===== config.mk =====
export PLATFORM = sky130hd
export DESIGN_NAME = hazard_sequencer_flat
export DESIGN_NICKNAME = d
export VERILOG_FILES = /design/src/rtl/pipeline_pkg.sv /design/src/rtl/hazard_sequencer_if.sv /design/src/rtl/sat_counter.sv /design/src/rtl/hazard_sequencer.sv /design/src/flat_wrapper.sv
export SDC_FILE = /design/constraint.sdc
export NUM_CORES = 1
export LEC_CHECK = 0
export ABC_AREA = 1
export BUFFER_PORTS_ARGS = -buffer_cell sky130_fd_sc_hd__buf_2
export CORE_MARGIN = 4
export CORE_UTILIZATION = 45
export CTS_BUF_LIST = sky130_fd_sc_hd__clkbuf_2 sky130_fd_sc_hd__clkbuf_4 sky130_fd_sc_hd__clkbuf_8
export DETAILED_ROUTE_END_ITERATION = 7
export PLACE_DENSITY = 0.63
export REMOVE_ABC_BUFFERS = 1
export SYNTH_ARGS = -nofsm -noshare
export SYNTH_HDL_FRONTEND = slang
export SYNTH_SLANG_ARGS = --single-unit
export TNS_END_PERCENT = 100

===== constraint.sdc =====
create_clock -name clk -period 2.9 [get_ports clk]
set_input_delay 0 -clock clk [delete_from_list [all_inputs] [get_ports clk]]
set_output_delay 0 -clock clk [all_outputs]
set_load 0.02 [all_outputs]

===== src/rtl/pipeline_pkg.sv =====
// Shared pipeline definitions for the hazard sequencer and its neighbours.
//   hz_state_t  : sequencer FSM states
//   REG_X0      : architectural zero register index
//   stage_ctl_t : per-stage stall/flush bundle
//   src_match() : true when an ID source operand is live and names rd
package pipeline_pkg;

    typedef enum logic [1:0] {
        RUN      = 2'd0,
        MEM_WAIT = 2'd1,
        RECOVER  = 2'd2
    } hz_state_t;

    localparam logic [4:0] REG_X0 = 5'd0;

    typedef struct packed {
        logic stall_f;
        logic stall_d;
        logic stall_e;
        logic stall_m;
        logic flush_d;
        logic flush_e;
        logic flush_w;
    } stage_ctl_t;

    function automatic logic src_match(input logic uses, input logic [4:0] rs,
                                       input logic [4:0] rd);
        return uses && (rs == rd);
    endfunction

endpackage


===== src/rtl/hazard_sequencer_if.sv =====
// Hazard bus between the pipeline datapath and the hazard sequencer.
//   master : datapath side, drives hazard sources, receives stall/flush
//   slave  : sequencer side, receives hazard sources, drives stall/flush
interface hazard_sequencer_if;
    logic       MemReadE;
    logic [4:0] rdE;
    logic [4:0] rs1_addrD;
    logic [4:0] rs2_addrD;
    logic       uses_rs1D;
    logic       uses_rs2D;
    logic       mispredictE;
    logic       mem_reqM;
    logic       mem_readyM;
    logic       stallF;
    logic       stallD;
    logic       stallE;
    logic       stallM;
    logic       flushD;
    logic       flushE;
    logic       flushW;

    modport master (
        output MemReadE, rdE, rs1_addrD, rs2_addrD, uses_rs1D, uses_rs2D,
        output mispredictE, mem_reqM, mem_readyM,
        input  stallF, stallD, stallE, stallM, flushD, flushE, flushW
    );

    modport slave (
        input  MemReadE, rdE, rs1_addrD, rs2_addrD, uses_rs1D, uses_rs2D,
        input  mispredictE, mem_reqM, mem_readyM,
        output stallF, stallD, stallE, stallM, flushD, flushE, flushW
    );
endinterface


===== src/rtl/sat_counter.sv =====
// Saturating up-counter used for performance statistics.
//   clk, rst : clock, asynchronous active-high reset
//   inc      : add one this cycle (ignored once at all-ones)
//   clr      : synchronous clear, dominates inc
//   cnt      : current count
module sat_counter #(
    parameter int W = 32
) (
    input  logic         clk,
    input  logic         rst,
    input  logic         inc,
    input  logic         clr,
    output logic [W-1:0] cnt
);

    logic [W-1:0] cnt_q;

    always_ff @(posedge clk or posedge rst) begin
        if (rst) begin
            cnt_q <= '0;
        end else if (clr) begin
            cnt_q <= '0;
        end else if (inc && (cnt_q != '1)) begin
            cnt_q <= cnt_q + 1'b1;
        end
    end

    assign cnt = cnt_q;

endmodule


===== src/rtl/hazard_sequencer.sv =====
// Central stall/flush controller for the 5-stage RV32I pipeline.
//   clk, rst     : pipeline clock, asynchronous active-high reset
//   bus          : hazard sources in, per-stage stall/flush out (slave modport)
//   mem_err      : sticky, a data-memory wait lasted MEM_TIMEOUT cycles
//   stall_cycles : saturating count of cycles with stallF=1
//   flush_events : saturating count of mispredict recoveries started
//
// state    | meaning
// RUN      | normal flow, load-use detection active
// MEM_WAIT | previous cycle stalled on data memory
// RECOVER  | front-end flush still owed after a mispredict
module hazard_sequencer
    import pipeline_pkg::*;
#(
    parameter int FLUSH_CYCLES = 1,
    parameter int MEM_TIMEOUT  = 255,
    parameter int CNT_W        = 32
) (
    input  logic              clk,
    input  logic              rst,
    hazard_sequencer_if.slave bus,
    output logic              mem_err,
    output logic [CNT_W-1:0]  stall_cycles,
    output logic [CNT_W-1:0]  flush_events
);

    localparam int WW = $clog2(MEM_TIMEOUT + 1);
    localparam int RW = 3;

    hz_state_t   state_q, state_d;
    logic [RW-1:0] rem_q, rem_d;
    logic        pend_q, pend_d;
    logic [WW-1:0] wait_q, wait_d;
    logic        err_q, err_d;

    logic        mem_wait;
    logic        rec_start;
    logic        load_use;
    stage_ctl_t  ctl;

    always_ff @(posedge clk or posedge rst) begin
        if (rst) begin
            state_q <= RUN;
            rem_q   <= '0;
            pend_q  <= 1'b0;
            wait_q  <= '0;
            err_q   <= 1'b0;
        end else begin
            state_q <= state_d;
            rem_q   <= rem_d;
            pend_q  <= pend_d;
            wait_q  <= wait_d;
            err_q   <= err_d;
        end
    end

    always_comb begin
        mem_wait  = bus.mem_reqM & ~bus.mem_readyM;
        // A mispredict seen during a memory wait is replayed on the release cycle.
        rec_start = ~mem_wait & (bus.mispredictE | pend_q);
        load_use  = bus.MemReadE && (bus.rdE != REG_X0) &&
                    (src_match(bus.uses_rs1D, bus.rs1_addrD, bus.rdE) ||
                     src_match(bus.uses_rs2D, bus.rs2_addrD, bus.rdE));

        ctl     = '0;
        state_d = state_q;
        rem_d   = rem_q;
        pend_d  = 1'b0;
        wait_d  = '0;
        err_d   = err_q;

        if (mem_wait) begin
            ctl.stall_f = 1'b1;
            ctl.stall_d = 1'b1;
            ctl.stall_e = 1'b1;
            ctl.stall_m = 1'b1;
            ctl.flush_w = 1'b1;
            pend_d      = pend_q | bus.mispredictE;
            wait_d      = (wait_q == WW'(MEM_TIMEOUT)) ? wait_q : wait_q + 1'b1;
            if (wait_q >= WW'(MEM_TIMEOUT - 1)) begin
                err_d = 1'b1;
            end
            state_d = MEM_WAIT;
        end else begin
            // rem counts flush cycles still owed after the current one; a
            // recovery interrupted by a memory wait resumes where it left off.
            if (rec_start) begin
                ctl.flush_d = 1'b1;
                ctl.flush_e = 1'b1;
                rem_d       = RW'(FLUSH_CYCLES - 1);
            end else if (rem_q != '0) begin
                ctl.flush_d = 1'b1;
                ctl.flush_e = 1'b1;
                rem_d       = rem_q - 1'b1;
            end else if ((state_q == RUN) && load_use) begin
                ctl.stall_f = 1'b1;
                ctl.stall_d = 1'b1;
                ctl.flush_e = 1'b1;
            end
            state_d = (rem_d != '0) ? RECOVER : RUN;
        end

        if (rst) begin
            ctl = '0;
        end
    end

    assign bus.stallF = ctl.stall_f;
    assign bus.stallD = ctl.stall_d;
    assign bus.stallE = ctl.stall_e;
    assign bus.stallM = ctl.stall_m;
    assign bus.flushD = ctl.flush_d;
    assign bus.flushE = ctl.flush_e;
    assign bus.flushW = ctl.flush_w;
    assign mem_err    = err_q;

    sat_counter #(.W(CNT_W)) u_stall_cnt (
        .clk (clk),
        .rst (rst),
        .inc (ctl.stall_f),
        .clr (1'b0),
        .cnt (stall_cycles)
    );

    sat_counter #(.W(CNT_W)) u_flush_cnt (
        .clk (clk),
        .rst (rst),
        .inc (rec_start),
        .clr (1'b0),
        .cnt (flush_events)
    );

endmodule


===== src/flat_wrapper.sv =====
// flat-port wrapper written by rule: the top's interface ports become plain ports
module hazard_sequencer_flat import pipeline_pkg::*;
#(
    parameter int FLUSH_CYCLES = 1,
    parameter int MEM_TIMEOUT  = 255,
    parameter int CNT_W        = 32
)
  (clk, rst, mem_err, stall_cycles, flush_events, bus_MemReadE, bus_rdE, bus_rs1_addrD, bus_rs2_addrD, bus_uses_rs1D, bus_uses_rs2D, bus_mispredictE, bus_mem_reqM, bus_mem_readyM, bus_stallF, bus_stallD, bus_stallE, bus_stallM, bus_flushD, bus_flushE, bus_flushW);
  hazard_sequencer_if bus_i ();
  input  logic clk;
  input  logic rst;
  output logic mem_err;
  output logic [CNT_W-1:0] stall_cycles;
  output logic [CNT_W-1:0] flush_events;
  input wire logic [$bits(bus_i.MemReadE)-1:0] bus_MemReadE;
  input wire logic [$bits(bus_i.rdE)-1:0] bus_rdE;
  input wire logic [$bits(bus_i.rs1_addrD)-1:0] bus_rs1_addrD;
  input wire logic [$bits(bus_i.rs2_addrD)-1:0] bus_rs2_addrD;
  input wire logic [$bits(bus_i.uses_rs1D)-1:0] bus_uses_rs1D;
  input wire logic [$bits(bus_i.uses_rs2D)-1:0] bus_uses_rs2D;
  input wire logic [$bits(bus_i.mispredictE)-1:0] bus_mispredictE;
  input wire logic [$bits(bus_i.mem_reqM)-1:0] bus_mem_reqM;
  input wire logic [$bits(bus_i.mem_readyM)-1:0] bus_mem_readyM;
  output wire logic [$bits(bus_i.stallF)-1:0] bus_stallF;
  output wire logic [$bits(bus_i.stallD)-1:0] bus_stallD;
  output wire logic [$bits(bus_i.stallE)-1:0] bus_stallE;
  output wire logic [$bits(bus_i.stallM)-1:0] bus_stallM;
  output wire logic [$bits(bus_i.flushD)-1:0] bus_flushD;
  output wire logic [$bits(bus_i.flushE)-1:0] bus_flushE;
  output wire logic [$bits(bus_i.flushW)-1:0] bus_flushW;
  assign bus_i.MemReadE = bus_MemReadE;
  assign bus_i.rdE = bus_rdE;
  assign bus_i.rs1_addrD = bus_rs1_addrD;
  assign bus_i.rs2_addrD = bus_rs2_addrD;
  assign bus_i.uses_rs1D = bus_uses_rs1D;
  assign bus_i.uses_rs2D = bus_uses_rs2D;
  assign bus_i.mispredictE = bus_mispredictE;
  assign bus_i.mem_reqM = bus_mem_reqM;
  assign bus_i.mem_readyM = bus_mem_readyM;
  assign bus_stallF = bus_i.stallF;
  assign bus_stallD = bus_i.stallD;
  assign bus_stallE = bus_i.stallE;
  assign bus_stallM = bus_i.stallM;
  assign bus_flushD = bus_i.flushD;
  assign bus_flushE = bus_i.flushE;
  assign bus_flushW = bus_i.flushW;
  hazard_sequencer #(.FLUSH_CYCLES(FLUSH_CYCLES), .MEM_TIMEOUT(MEM_TIMEOUT), .CNT_W(CNT_W)) u_core (.clk(clk), .rst(rst), .bus(bus_i), .mem_err(mem_err), .stall_cycles(stall_cycles), .flush_events(flush_events));
endmodule

==> results.cfg <==
[pwr]
peakVddDrop_mv = 0.429
p_per_area_nw_per_um2 = 476
p_leak_nw = 3.10
finalPower_mw = 2.87

[setup_path]
crit_path_end_kind = output port
r2r_setup_slack_ns = 0.70
worstSetupPathType = flip-flop to output port
r2r-end = u_core.u_stall_cnt.cnt[6]$_DFFE_PP0P_
cp_common_cell = nand2_1
critical_path.top_delay_family = simple AND/OR/NAND/NOR gates
crit_end = bus_stallF
path_buf_inv = 2
crit-reg2reg-launch = u_core.u_stall_cnt.cnt[0]$_DFFE_PP0P_
cp.depth = 8
startpoint_type = flip-flop
worst_path_max_delay_cell = dfrtp_1
arrival_ns = 2.22
cp_max_fo = 34
crit_chain = or2_2 -> nand2_1 -> nand2_1 -> nor2_1 -> nand3_1 -> nand2_1 -> buf_4 -> buf_2
reg2reg_depth = 10
critPathLaunch = u_core.pend_q$_DFF_PP0_
required_ns = 2.90
cpPeakStageDelay_ns = 0.36

[clocking]
clkSinkCount = 79
path_clk_slew_ns = 0.08
cts_hold_buf = 2
root_buffer = clkbuf_8
clkLatencyLatePin_ns = 0.37
cts_buffers = 9
cts_setup_buffers = 0
htree_levels = 3
cts_tree = yes
clockBufferDepth = 2
cts-resized-gates = 0

[die]
start_util = 0.460
die_y_um = 116
rows = 39
die_x_um = 116
core_um2 = 11400
ios = 95
die_area_um2 = 13500

[sta]
tns_ns = 0
final_max_slew_viol_count = 0
fin_skew_ns = 0.0109
worstMarginPinSlew_ns = 0.527
max-slew-margin-rel = 0.648
rsz0062_at_grt = false
max_freq_mhz = 451
finalSetupViolations = 0
min_period_over_period = 0.765
period_needed_ns = 2.22
hold_viol = 0

[global_route]
antenna_found_initial = 0
grt_pass1_vias = 5092
grt_pass1_wl_mm = 23.4
overflow = 0
grt_use_total = 0.218
grt_max_degree = 40

[place]
gp_congestion = 0.951
dp_hpwl_mm = 10.7
place.port_buffers = 94

[synthesis]
synth_top_area_cell = dfrtp_1
synth-warning-count = 0
synthesis.area_um2 = 5250
postSynthAreaPerCell_um2 = 6.66
synth_seq_area_share = 0.377
yosys.area.top_type_share = 0.377
ys_ff_latch = 79
synth_area_leaders = dfrtp_1, nand2_1, nor2_1, nand3_1, xor2_1
syn_inst = 788
synth_cell_type_count = 32
yosys_most_used_dff = dfrtp_1
ys_async_sr_fraction = 1.00
synth.most_common_cell = nand2_1
synth_edf_count = 0
synth_commonest_cells = nand2_1, nor2_1, dfrtp_1, inv_1, nand3_1

[routing]
via_per_inst = 5.04
drt_iter0_drc = 280
num_vias = 5187
ant_nets = 0
drcViolationCount = 0
wire_per_inst_um = 13.6
routed_wl_mm = 14.0
first_pass_iters = 4

[final_layout]
antennaDiodeCount = 0
areaGrowthSynthToFinish_pct = 14.9
post-route-util = 0.528
fillers = 1222
drive_above_1_share = 0.146
final_nets = 911

[run_status]
status = complete, no violations

[run]
cap_viol_max_count = 0

[min_path]
min_path_type = input port to flip-flop
-- layout make-up --
type / instances / area, um2 / area share
well taps: 143 / 179 / 0.0297
clock inverters: 5 / 58.8 / 0.00975
flip-flops and latches: 79 / 1980 / 0.328
multi-input cells: 609 / 2840 / 0.471
clock buffers: 10 / 131 / 0.0218
inverters: 80 / 302 / 0.0500
repair buffers: 103 / 543 / 0.0900
-- sequential cells by signal, summed over array words and instances (netlist names) --
name	cells
u_core.mem_err	1
u_core.pend_q	1
u_core.rem_q	3
u_core.state_q	2
u_core.u_flush_cnt.cnt	32
u_core.u_stall_cnt.cnt	32
u_core.wait_q	8
-- worst reg2reg max path, delay by kind of cell, from the launching register on --
kind                       cells  cell delay, ns
DFF                            1            0.49
and+or+nand+nor                8            1.07
adders and majority gates      1            0.33
buffers and inverters          1            0.24
-- metal layers --
metal | track usage | vias to the layer above | wire (um) | share of wire
met3 | 0.0564 | 18 | 784 | 0.056
met5 | 0 | - | 0 | 0
met2 | 0.369 | 139 | 6800 | 0.49
met4 | 0.0719 | 0 | 238 | 0.017
met1 | 0.270 | 2373 | 6190 | 0.44
li1 | - | 2657 | - | -
-- how the worst min path moves through the flow --
stage,slack [ns],endpoint,startpoint,depth (start not counted)
after floorplan,0.21,bus_flushW,rst,1
after global placement,0.04,u_core.state_q[1]$_DFF_PP0_,rst,2
after detailed placement,0.04,u_core.state_q[1]$_DFF_PP0_,rst,2
after CTS,0.16,u_core.wait_q[4]$_DFFE_PP0P_,bus_mem_readyM,3
after global routing,0.21,u_core.wait_q[4]$_DFFE_PP0P_,bus_mem_readyM,3
final,0.18,u_core.wait_q[4]$_DFFE_PP0P_,bus_mem_readyM,3
-- report_power, final --
part	internal (mW)	leakage (nW)	total (mW)	switching, mW
clock	0.404	0.0922	0.833	0.428
sequential	1.21	1.08	1.34	0.126
combinational	0.225	1.93	0.701	0.476
total	1.84	3.10	2.87	1.03
-- through the flow --
stage / setup WS (ns) / std cells / hold slack [ns] / cell area [um2]
floorplan: 0.0195 / 768 / 0.215 / 5110
global placement: 0.780 / 1012 / 0.0365 / 5820
detailed placement: 0.711 / 1012 / 0.0404 / 5820
CTS: 0.627 / 1029 / 0.163 / 6030
global route: 0.466 / 1029 / 0.214 / 6030
finish: 0.681 / 1029 / 0.183 / 6030
-- cells by family (layout without fill, tap and decap cells) --
kind of cell	after synthesis	after routing	synth area share
compound gates	38	38	0.0384
simple gates	528	528	0.426
buf+inv	100	198	0.0827
fa+ha+maj	6	6	0.0143
xor+xnor	37	37	0.0617
flops	79	79	0.377
-- cell usage in the layout (no fill, tap or decap), types with 2 or more instances in the layout --
cell type	n
a21oi_1	5
a31oi_1	3
buf_2	94
buf_4	7
clkbuf_8	9
clkinv_2	2
clkinvlp_4	2
dfrtp_1	79
dlygate4sd3_1	2
ha_1	6
inv_1	78
nand2_1	317
nand3_1	61
nand3_2	3
nand3b_1	14
nand4_1	6
nor2_1	86
nor2_2	2
nor3_1	30
nor3b_1	2
o21ai_0	26
xnor2_1	3
xor2_1	34
Power figures use the tool's default switching activity.
